--- config.mk ---
export PLATFORM = sky130hd
export DESIGN_NAME = mem_dma
export DESIGN_NICKNAME = d
export VERILOG_FILES = /design/src/rtl/mem_dma.sv
export SDC_FILE = /design/constraint.sdc
export NUM_CORES = 1
export LEC_CHECK = 0
export ABC_AREA = 1
export BUFFER_PORTS_ARGS = -buffer_cell sky130_fd_sc_hd__buf_2
export CAP_MARGIN = 15
export CORE_MARGIN = 2
export CORE_UTILIZATION = 35
export CTS_BUF_LIST = sky130_fd_sc_hd__clkbuf_16
export CTS_CLUSTER_SIZE = 28
export DETAILED_ROUTE_END_ITERATION = 10
export GPL_TIMING_DRIVEN = 0
export PLACE_DENSITY_LB_ADDON = 0.08
export SETUP_SLACK_MARGIN = 0.1
export SLEW_MARGIN = 20
export SYNTH_ARGS = -nofsm -noshare
export SYNTH_HDL_FRONTEND = slang
export SYNTH_SLANG_ARGS = --single-unit
--- constraint.sdc ---
create_clock -name clk -period 5.1 [get_ports clk]
set_input_delay 1.53 -clock clk [delete_from_list [all_inputs] [get_ports clk]]
set_output_delay 1.53 -clock clk [all_outputs]
set_load 0.1 [all_outputs]
--- src/rtl/mem_dma.sv ---
// mem_dma: memory-side block-copy initiator for the RiSC-16 data memory port.
// It copies `count` words from `srcAddr` upward to `dstAddr` upward, one
// word at a time. Each word takes a READ cycle and then a WRITE cycle. A
// single DONE cycle follows the last word.
//
// Ports:
//   clk        rising-edge clock
//   rst        asynchronous active-low reset
//   start      one-cycle request, honoured only while idle
//   abort      ends the active transfer after the current cycle; no write issued
//   srcAddr    first source address, latched on an accepted start
//   dstAddr    first destination address, latched on an accepted start
//   count      number of words to copy, latched on an accepted start
//   busy       high while a transfer (including its DONE cycle) is in progress
//   done       one-cycle completion pulse
//   wordsDone  words written in the current or last transfer
//   memAddress address to the data memory
//   memDataIn  write data to the data memory
//   memWriteEn write strobe to the data memory
//   memDataOut combinational read data from the data memory
module mem_dma #(
  parameter int WORD_LEN  = 16,
  parameter int ADDR_LEN  = 16,
  parameter int CNT_LEN   = 8,
  parameter int ADDR_STEP = 1
) (
  input  logic                clk,
  input  logic                rst,
  input  logic                start,
  input  logic                abort,
  input  logic [ADDR_LEN-1:0] srcAddr,
  input  logic [ADDR_LEN-1:0] dstAddr,
  input  logic [CNT_LEN-1:0]  count,
  output logic                busy,
  output logic                done,
  output logic [CNT_LEN-1:0]  wordsDone,
  output logic [ADDR_LEN-1:0] memAddress,
  output logic [WORD_LEN-1:0] memDataIn,
  output logic                memWriteEn,
  input  logic [WORD_LEN-1:0] memDataOut
);

  localparam logic [ADDR_LEN-1:0] LP_STEP = ADDR_LEN'(ADDR_STEP);
  localparam logic [CNT_LEN-1:0]  LP_ONE  = CNT_LEN'(1);

  typedef enum logic [1:0] {
    S_IDLE  = 2'd0,
    S_READ  = 2'd1,
    S_WRITE = 2'd2,
    S_DONE  = 2'd3
  } state_t;

  state_t r_state;
  state_t w_next;

  logic [ADDR_LEN-1:0] r_srcPtr;
  logic [ADDR_LEN-1:0] r_dstPtr;
  logic [CNT_LEN-1:0]  r_remaining;
  logic [CNT_LEN-1:0]  r_wordsDone;
  logic [WORD_LEN-1:0] r_buffer;
  // Last value actually written; drives memDataIn whenever not in WRITE.
  logic [WORD_LEN-1:0] r_lastWr;

  logic w_accept;
  logic w_rdStep;
  logic w_wrStep;

  // State register
  always_ff @(posedge clk or negedge rst) begin
    if (!rst) begin
      r_state <= S_IDLE;
    end else begin
      r_state <= w_next;
    end
  end

  // Next-state and memory-port decode
  always_comb begin
    w_next     = r_state;
    busy       = (r_state != S_IDLE);
    done       = 1'b0;
    memAddress = '0;
    memDataIn  = r_lastWr;
    memWriteEn = 1'b0;
    w_accept   = 1'b0;
    w_rdStep   = 1'b0;
    w_wrStep   = 1'b0;
    case (r_state)
      S_IDLE: begin
        // abort is ignored here, so start always wins when both are high
        if (start) begin
          w_accept = 1'b1;
          w_next   = (count != '0) ? S_READ : S_DONE;
        end
      end
      S_READ: begin
        memAddress = r_srcPtr;
        if (abort) begin
          w_next = S_DONE;
        end else begin
          w_rdStep = 1'b1;
          w_next   = S_WRITE;
        end
      end
      S_WRITE: begin
        memAddress = r_dstPtr;
        memDataIn  = r_buffer;
        // Write strobe is withheld under abort so no partial word lands
        if (abort) begin
          w_next = S_DONE;
        end else begin
          memWriteEn = 1'b1;
          w_wrStep   = 1'b1;
          w_next     = (r_remaining == LP_ONE) ? S_DONE : S_READ;
        end
      end
      S_DONE: begin
        done   = 1'b1;
        w_next = S_IDLE;
      end
      default: begin
        w_next = S_IDLE;
      end
    endcase
  end

  // Transfer pointers, counters and data buffer
  always_ff @(posedge clk or negedge rst) begin
    if (!rst) begin
      r_srcPtr    <= '0;
      r_dstPtr    <= '0;
      r_remaining <= '0;
      r_wordsDone <= '0;
      r_buffer    <= '0;
      r_lastWr    <= '0;
    end else begin
      if (w_accept) begin
        r_srcPtr    <= srcAddr;
        r_dstPtr    <= dstAddr;
        r_remaining <= count;
        r_wordsDone <= '0;
      end
      if (w_rdStep) begin
        r_buffer <= memDataOut;
        r_srcPtr <= r_srcPtr + LP_STEP;
      end
      if (w_wrStep) begin
        // Pointers wrap modulo 2^ADDR_LEN by plain truncation
        r_dstPtr    <= r_dstPtr + LP_STEP;
        r_wordsDone <= r_wordsDone + LP_ONE;
        r_remaining <= r_remaining - LP_ONE;
        r_lastWr    <= r_buffer;
      end
    end
  end

  assign wordsDone = r_wordsDone;

endmodule
==> results of run 1 <==
[worst register-to-register path, cell delays in order (launching register included)]
cell      delay, ns
dfrtp_1        0.40
inv_1          0.15
ha_1           0.17
buf_4          0.17
inv_4          0.06
nor2_4         0.11
inv_2          0.10
nand2_4        0.15
inv_2          0.09
buf_4          0.19
nand2_1        0.07
o211ai_1       0.08
[flip-flops by register name, summed over array words and instances (netlist names)]
register,cells
r_buffer,16
r_dstPtr,16
r_lastWr,16
r_remaining,8
r_srcPtr,16
r_state,2
wordsDone,8
[metal layers]
layer | GRT usage [%] | part of all wire, % | up-vias | wire length (um)
met5 | 0 | 0 | - | 0
met4 | 7.78 | 1.7 | 0 | 236
met3 | 3.29 | 4.6 | 16 | 634
met2 | 31.3 | 46 | 109 | 6360
met1 | 27.7 | 48 | 2182 | 6670
li1 | - | - | 2373 | -
[worst max-delay path by stage]
stage                               end  cells after the start
final                        memWriteEn                      5
after global routing         memWriteEn                      5
after CTS                    memWriteEn                      5
after detailed placement     memWriteEn                      5
after global placement       memWriteEn                      5
after floorplan           memDataIn[11]                      6
[area by class of cell]
type                       count  area (um^2)  share of cell area (%)
timing repair buffer         103          541                    9.28
clock inverter                 7         45.0                   0.774
tap                          176          220                    3.78
multi-input combinational    485         2310                    39.6
inverter                      69          262                    4.49
buffer                        28          173                    2.97
sequential                    82         2050                    35.2
clock buffer                   9          225                    3.87
[kinds of logic after synthesis]
kind of cell | after synthesis | synth area share (%)
buf+inv | 97 | 9.06
compound gates | 122 | 14.3
fa+ha+maj | 10 | 2.61
simple gates | 349 | 30.4
flops | 82 | 42.8
xor+xnor | 4 | 0.731
[synth_stat cells, drive strengths merged]
cell type,count
nand2,216
dfrtp,82
inv,69
nor2,69
o21ai,64
nand3,43
a21oi,29
buf,20
o211ai,19
ha,10
nand4,10
clkbuf,8
nor3,6
xor2,4
nand3b,3
a21boi,2
a22o,2
o221ai,2
a31oi,1
nor3b,1
o22ai,1
o311ai,1
o31ai,1
or2,1
[per-stage QoR]
stage	util [%]	worst slack (ns)	std cells	area, um^2
final	43.8	0.815	959	5820
after global routing	43.8	0.765	959	5820
after CTS	43.8	0.805	959	5820
after detailed placement	41.8	0.809	943	5550
after global placement	41.5	0.811	942	5520
after floorplan	-	0.406	664	4790
==> key figures, run 1 <==
Status
  – Outcome: finished, final reports clean

Yosys
  – Count of mapped cells out of synthesis: 664
  – Area fraction of the dominant cell type after synthesis: 42.8%
  – Avg Inst Size Synth: 7.22 um^2
  – Synthesized net count: 734
  – Most area-hungry cell type in the Yosys netlist: dfrtp_1
  – Cell area after synthesis: 0.00479 mm^2
  – Main area contributors after synthesis: dfrtp_1 43%, nand2_1 17%, o21ai_0 6.3%, nor2_1 4.9%, inv_1 4.9%
  – Cell variety after synth: 35
  – Yosys Warn Count: 0
  – Number of synthesized register bits: 82
  – Fraction of the yosys area taken by sequential cells: 42.8%

Die
  – Area of the core: 0.0133 mm^2
  – Num rows: 42
  – Total Die Area: 0.0146 mm^2
  – Die Height: 121 um
  – Count of pins on the block boundary: 103
  – Initial cell density of the core: 36.0%
  – Die boundary width: 121 um

Worst hold path
  – Depth of the worst hold-timing path: 2
  – Worst min-delay path startpoint: r_lastWr[2]
  – WHS Endpoint: r_lastWr[2]
  – Type of the most critical hold path: reg -> reg

STA
  – Total count of hold-check failures in the final report: 0
  – Clock period minus worst slack: 4.28 ns
  – Final hold slack: 0.486 ns
  – Relative slew slack: 67.8%
  – Max-slew violation count: 0
  – Setup skew after layout: 0.00656 ns
  – Max frequency: 233 MHz
  – Transition time at the pin with the least slew margin: 0.482 ns
  – RSZ-0062 raised after global routing: false
  – Final setup vio count: 0
  – TNS Setup: 0 ns
  – Share of the clock period used by the worst path: 84.0%

Placement
  – Detailed placer's ending HPWL: 10.3 mm
  – Routability-driven placement congestion ratio: 0.876
  – Number of port buffers: 102

Clocking
  – Post-cts sizing count: 0
  – Setup repair bufs after CTS: 0
  – Clock network latency to the later pin of the worst-skew pair: 0.35 ns
  – Sinks on Clock Net: 82
  – Clock tree from TritonCTS: built
  – Number of hold buffers added after cts: 0
  – Cell chosen for the clock root: clkbuf_16
  – Number of levels the H-tree was split into: 3
  – Max Buffers Root-to-Sink: 2
  – Clock Pin Slew Worst Setup and Hold Paths: 0.06 ns
  – Number of buffers added by the clock tree synthesis step: 9

Routing
  – Drt first-iter violations: 267
  – Remaining design rule violation count: 0
  – Drt first pass iters: 5
  – Detailed Route WL: 13.9 mm
  – Antenna violation net count after detailed routing: 0
  – Vias after detailed routing: 4680
  – Average wire per cell in the routed design: 14.5 um
  – Detailed-route vias per instance: 4.88

Cells and area
  – Area overhead of the layout relative to synthesis: 21.5%
  – Commonest cells after routing, fill and taps aside: 214 x nand2_1, 110 x buf_2, 82 x dfrtp_1
  – Layout Nets: 848
  – Most common cell after layout, fill and taps aside: nand2_1
  – Filler Cells Inserted: 1410
  – Fraction of layout cells with a size suffix above 1: 19.7%
  – Antenna fix cells: 0

Worst setup path
  – Critical path startpoint category: input port
  – Sum of buffers and inverters on the critical path: 4
  – Slowest cell on the critical path: buf_2
  – Start-to-end type of the worst setup path: in -> out
  – Dominant delay contributor by cell family on the critical path: buffers and inverters
  – Critical path, cell by cell: buf_2, nor2_4, buf_6, buf_2, buf_2
  – Endpoint required time on the critical path: 3.57 ns
  – Critical path peak fanout: 10
  – Reg-to-Reg End: r_remaining[4]
  – Peak per-stage delay on the critical path: 0.48 ns
  – Reg2reg setup slack: 3.24 ns
  – Critical Path AT: 2.75 ns
  – Depth of the most critical reg-to-reg path: 11
  – Endpoint kind of the worst setup timing path: output port
  – Critical path's most frequent cell: buf_2
  – Beginning of the worst register-to-register path: r_state[0]
  – Setup crit start: abort

Global route
  – Global route overflow: 0
  – Global-route wire length before repair: 22.7 mm
  – Global-route total usage across every layer: 20.0%
  – Largest net degree at the start of global routing: 53
  – Vias in the first global route: 4484
  – Antenna violations before repair: 0

Run
  – Number of max-cap violations: 0
Power of run 1 is left out: the tool's default activity adds up to more than one toggle a clock period on the data nets, which glitch-free logic cannot reach.
==> inputs of run 2 (changes only) <==
==> constraint.sdc (replaced) <==
create_clock -name clk -period 3.6 [get_ports clk]
set_input_delay 1.08 -clock clk [delete_from_list [all_inputs] [get_ports clk]]
set_output_delay 1.08 -clock clk [all_outputs]
set_load 0.1 [all_outputs]
==> key figures, run 2 (synthesized netlist as in run 1, its figures left out) <==
Status
  – Outcome: finished, final reports clean

Routing
  – Average wire per cell in the routed design: 14.5 um
  – Drt first pass iters: 5
  – Antenna violation net count after detailed routing: 0
  – Remaining design rule violation count: 0
  – Detailed Route WL: 13.9 mm
  – Detailed-route vias per instance: 4.88
  – Drt first-iter violations: 295
  – Vias after detailed routing: 4678

Worst setup path
  – Critical path, cell by cell: inv_1, ha_1, buf_4, inv_4, nor2_4, buf_6, buf_2, buf_2
  – Endpoint kind of the worst setup timing path: output port
  – Endpoint required time on the critical path: 2.52 ns
  – Sum of buffers and inverters on the critical path: 6
  – Critical path peak fanout: 10
  – Dominant delay contributor by cell family on the critical path: buffers and inverters
  – Depth of the most critical reg-to-reg path: 11
  – Reg2reg setup slack: 1.71 ns
  – Start-to-end type of the worst setup path: reg -> out
  – Beginning of the worst register-to-register path: r_state[0]
  – Reg-to-Reg End: r_dstPtr[6]
  – Critical path's most frequent cell: buf_2
  – Peak per-stage delay on the critical path: 0.47 ns
  – Slowest cell on the critical path: buf_2
  – Critical Path AT: 2.28 ns
  – Critical path startpoint category: flop

Cells and area
  – Layout Nets: 848
  – Area occupied by registers: 0.00205 mm^2
  – Antenna fix cells: 0
  – Commonest cells after routing, fill and taps aside: 214 x nand2_1, 94 x buf_2, 82 x dfrtp_1
  – Filler Cells Inserted: 1412
  – Area overhead of the layout relative to synthesis: 23.5%
  – Fraction of layout cells with a size suffix above 1: 21.7%
  – Most common cell after layout, fill and taps aside: nand2_1
  – Area taken by multi-input logic gates: 0.00235 mm^2

Run
  – Number of max-cap violations: 0

Worst hold path
  – Type of the most critical hold path: reg -> reg
  – Depth of the worst hold-timing path: 2
  – WHS Endpoint: r_lastWr[2]
  – Worst min-delay path startpoint: r_lastWr[2]

STA
  – Total count of hold-check failures in the final report: 0
  – Final setup vio count: 0
  – Max frequency: 297 MHz
  – Setup skew after layout: 0.00615 ns
  – Transition time at the pin with the least slew margin: 0.483 ns
  – Relative slew slack: 67.8%
  – Share of the clock period used by the worst path: 93.4%
  – RSZ-0062 raised after global routing: false
  – Final hold slack: 0.486 ns
  – Max-slew violation count: 0
  – Clock period minus worst slack: 3.36 ns

Global route
  – Antenna violations before repair: 0
  – Global-route total usage across every layer: 20.1%
  – Vias in the first global route: 4563
  – Global route overflow: 0
  – Global-route wire length before repair: 22.9 mm
  – Largest net degree at the start of global routing: 43

Clocking
  – Setup repair bufs after CTS: 0
  – Cell chosen for the clock root: clkbuf_16
  – Clock tree from TritonCTS: built
  – Number of buffers added by the clock tree synthesis step: 9
  – Clock network latency to the later pin of the worst-skew pair: 0.35 ns
  – Max Buffers Root-to-Sink: 2
  – Number of levels the H-tree was split into: 3
  – Sinks on Clock Net: 82
  – Clock Pin Slew Worst Setup and Hold Paths: 0.06 ns

Die
  – Initial cell density of the core: 36.0%
  – Die boundary width: 121 um
  – Area of the core: 0.0133 mm^2
  – Total Die Area: 0.0146 mm^2
  – Num rows: 42
  – Die Height: 121 um
  – Count of pins on the block boundary: 103

Placement
  – Routability-driven placement congestion ratio: 0.851
  – Detailed placer's ending HPWL: 10.3 mm
  – Number of port buffers: 102
run 2: repair_timing:
| action | in CTS | in global routing |
|---|---|---|
| endpoints found under the setup margin | 1 | 26 |
| gates resized for setup | 1 | 21 |
| hold buffers | 0 | 0 |
| gates cloned | 0 | 0 |
run 2: area by class of cell:
class                      instances  share of cell area [%]
multi-input combinational        485                    39.7
sequential                        82                    34.7
timing repair buffer             103                    9.87
inverter                          69                    4.42
clock buffer                       9                    3.81
tap                              176                    3.72
buffer                            28                    2.98
clock inverter                     7                   0.803
run 2: worst register-to-register path, cell delays in order, from the launching register on:
cell and delay [ns]:
dfrtp_1 0.38, inv_1 0.11, ha_1 0.20, buf_4 0.17, inv_4 0.09, nor2_4 0.04, inv_2 0.15, nand2_4 0.13
inv_2 0.16, buf_4 0.21, nand2_1 0.07, o211ai_1 0.09
run 2: per-stage QoR:
step / setup TNS, ns / util [%] / setup WS (ns) / std cells / instance area [um^2]
6_report: 0 / 44.5 / 0.236 / 959 / 5920
3_5_place_dp: 0 / 42.1 / 0.245 / 943 / 5600
3_3_place_gp: 0 / 41.9 / 0.234 / 942 / 5570
5_1_grt: 0 / 44.5 / 0.106 / 959 / 5920
2_1_floorplan: -6.04 / - / -0.644 / 664 / 4840
4_1_cts: 0 / 44.2 / 0.122 / 959 / 5880
run 2: how the worst max path moves through the flow:
stage               start             to  depth (start not counted)
3_5_place_dp        abort     memWriteEn                          5
4_1_cts        r_state[0]  memDataIn[15]                          8
6_report       r_state[0]     memWriteEn                          8
5_1_grt        r_state[1]  memAddress[5]                          7
3_3_place_gp        abort     memWriteEn                          5
2_1_floorplan  r_state[0]  memDataIn[11]                          6
run 2: per-layer routing:
metal	wire length (um)	up-vias	GRT usage, %
met5	0	-	0
met4	243	0	7.27
met3	634	20	3.34
met2	6550	124	32.5
met1	6470	2156	27.1
li1	-	2378	-
Power of run 2 is left out for the same reason.
==> inputs of run 3 (changes only) <==
--- a/config.mk
+++ b/config.mk
@@ -5,7 +5,6 @@
 export SDC_FILE = /design/constraint.sdc
 export NUM_CORES = 1
 export LEC_CHECK = 0
-export ABC_AREA = 1
 export BUFFER_PORTS_ARGS = -buffer_cell sky130_fd_sc_hd__buf_2
 export CAP_MARGIN = 15
 export CORE_MARGIN = 2
==> key figures, run 3 <==
STA
  – Clock period minus worst slack: 3.40 ns
  – Relative slew slack: 56.8%
  – Setup skew after layout: 0.00744 ns
  – Max frequency: 294 MHz
  – Max-slew violation count: 0
  – Share of the clock period used by the worst path: 94.4%
  – Total count of hold-check failures in the final report: 0
  – RSZ-0062 raised after global routing: false
  – Worst setup slack after layout: 0.201 ns
  – Final setup vio count: 0
  – Transition time at the pin with the least slew margin: 0.645 ns

Cells and area
  – Most common cell after layout, fill and taps aside: nand2_1
  – Layout Cell Area excl Fill: 0.00569 mm^2
  – Fraction of layout cells with a size suffix above 1: 27.2%
  – Area overhead of the layout relative to synthesis: 26.3%
  – Antenna fix cells: 0
  – Layout Nets: 700
  – Final Core Density: 45.1%
  – Count of placed standard cells in the final layout, fillers left out: 807
  – Commonest cells after routing, fill and taps aside: 126 x nand2_1, 90 x buf_2, 81 x dfrtp_1

Placement
  – Area of placed instances: 0.00530 mm^2
  – Routability-driven placement congestion ratio: 0.833
  – Placement-stage worst setup slack: -0.531 ns
  – Cells after DPL: 791
  – Detailed placer's ending HPWL: 9.77 mm
  – Number of port buffers: 101

Clocking
  – Number of buffers added by the clock tree synthesis step: 9
  – Sinks on Clock Net: 82
  – Clock tree from TritonCTS: built
  – Cell chosen for the clock root: clkbuf_16
  – Number of levels the H-tree was split into: 3
  – Max Buffers Root-to-Sink: 2
  – Clock Pin Slew Worst Setup and Hold Paths: 0.06 ns
  – Number of hold buffers added after cts: 0
  – Clock network latency to the later pin of the worst-skew pair: 0.34 ns

Worst setup path
  – Critical Path AT: 2.32 ns
  – Endpoint required time on the critical path: 2.52 ns
  – Critical path, cell by cell: buf_2, nand2b_1, clkbuf_4, inv_2, buf_6, buf_6, buf_12, buf_12
  – Peak per-stage delay on the critical path: 0.19 ns
  – Slowest cell on the critical path: clkbuf_4
  – Critical path peak fanout: 10
  – Critical path startpoint category: input port
  – Depth of the most critical reg-to-reg path: 8
  – Start-to-end type of the worst setup path: in -> out
  – Endpoint kind of the worst setup timing path: output port

Global route
  – Global route overflow: 0
  – Largest net degree at the start of global routing: 55
  – Vias in the first global route: 4063
  – Antenna violations before repair: 0
  – Global-route total usage across every layer: 19.8%
  – Global-route wire length before repair: 21.8 mm

Routing
  – Drt first-iter violations: 254
  – Vias after detailed routing: 4250
  – Remaining design rule violation count: 0
  – Drt first pass iters: 7
  – Detailed Route WL: 13.4 mm
  – Average wire per cell in the routed design: 16.6 um
  – Antenna violation net count after detailed routing: 0
  – Detailed-route vias per instance: 5.27

Yosys
  – Avg Inst Size Synth: 8.72 um^2
  – Most area-hungry cell type in the Yosys netlist: dfrtp_1
  – Cell area after synthesis: 0.00451 mm^2
  – Synthesized net count: 587
  – Fraction of the yosys area taken by sequential cells: 45.5%
  – Count of mapped cells out of synthesis: 517
  – Main area contributors after synthesis: dfrtp_1 46%, nand2_1 10%, mux2_2 4.0%, a22oi_1 3.5%, nor2_1 3.0%
  – Top post-synthesis cells by count: 126 x nand2_1, 82 x dfrtp_1, 36 x nor2_1
  – Number of synthesized register bits: 82
  – Proportion of register bits with asynchronous set or reset after synthesis: 100%
  – Top FF cell, synth: dfrtp_1
  – Count leader, synth: nand2_1
  – Area fraction of the dominant cell type after synthesis: 45.5%
  – Cell variety after synth: 56
  – Number of enable flip-flop cells after synthesis: 0
  – Yosys Warn Count: 0

Die
  – Count of pins on the block boundary: 103
  – Num rows: 41
  – Initial cell density of the core: 35.7%
  – Die Height: 117 um
  – Die boundary width: 117 um
  – Total Die Area: 0.0138 mm^2
  – Area of the core: 0.0126 mm^2

Status
  – Outcome: finished, final reports clean

Worst hold path
  – Type of the most critical hold path: reg -> reg
  – Depth of the worst hold-timing path: 1

Run
  – Number of max-cap violations: 0
-- run 3: worst max-delay path: cells and delay by family --
kind / cells / cell delay, ns
buffers and inverters: 7 / 1.08
AND/OR/NAND/NOR: 1 / 0.14
-- run 3: layout make-up --
class / instances / area (um^2)
plain buffers: 30 / 163
clock buffers: 9 / 225
well taps: 172 / 215
multi-input cells: 393 / 2320
clock inverters: 7 / 77.6
fillers: 1294 / 6930
flip-flops and latches: 82 / 2050
repair buffers: 102 / 591
inverters: 12 / 45.0
-- run 3: cells by family after synthesis --
| logic type | synth area share (%) |
|---|---|
| AOI/OAI and AO/OA | 17.7 |
| xor gates and xnor gates | 0.194 |
| adders and majority gates | 2.78 |
| buffers and inverters | 3.80 |
| DFF | 45.5 |
| muxes | 4.88 |
| and+or+nand+nor | 25.1 |
-- run 3: path summary, 6_finish.rpt --
path,start,endpoint,slack (ns)
hold / removal,wordsDone[7],wordsDone[7],0.47
setup / recovery,abort,memWriteEn,0.20
min in group asynchronous,rst,r_dstPtr[7],0.68
max in group asynchronous,rst,r_buffer[14],2.32
hold reg to reg,wordsDone[7],wordsDone[7],0.47
setup reg to reg,r_state[1],r_buffer[0],1.07
-- run 3: layer usage --
| metal | routed length [um] | global-route usage (%) |
|---|---|---|
| met1 | 6640 | 29.4 |
| met2 | 5830 | 29.0 |
| met3 | 605 | 2.86 |
| met4 | 296 | 7.53 |
| met5 | 0 | 0 |
-- run 3: through the flow --
stage               TNS (ns)  hold WS (ns)
floorplan                  0         0.442
CTS                        0         0.477
finish                     0         0.469
global placement      -0.509         0.455
global route               0         0.480
detailed placement    -0.531         0.461
-- run 3: what timing repair did --
action | in CTS | in global routing
setup endpoints to repair | 30 | 15
setup buffers | 0 | 0
hold endpoints to repair | 0 | 0
gates resized for setup | 22 | 14
Power of run 3 is left out for the same reason.
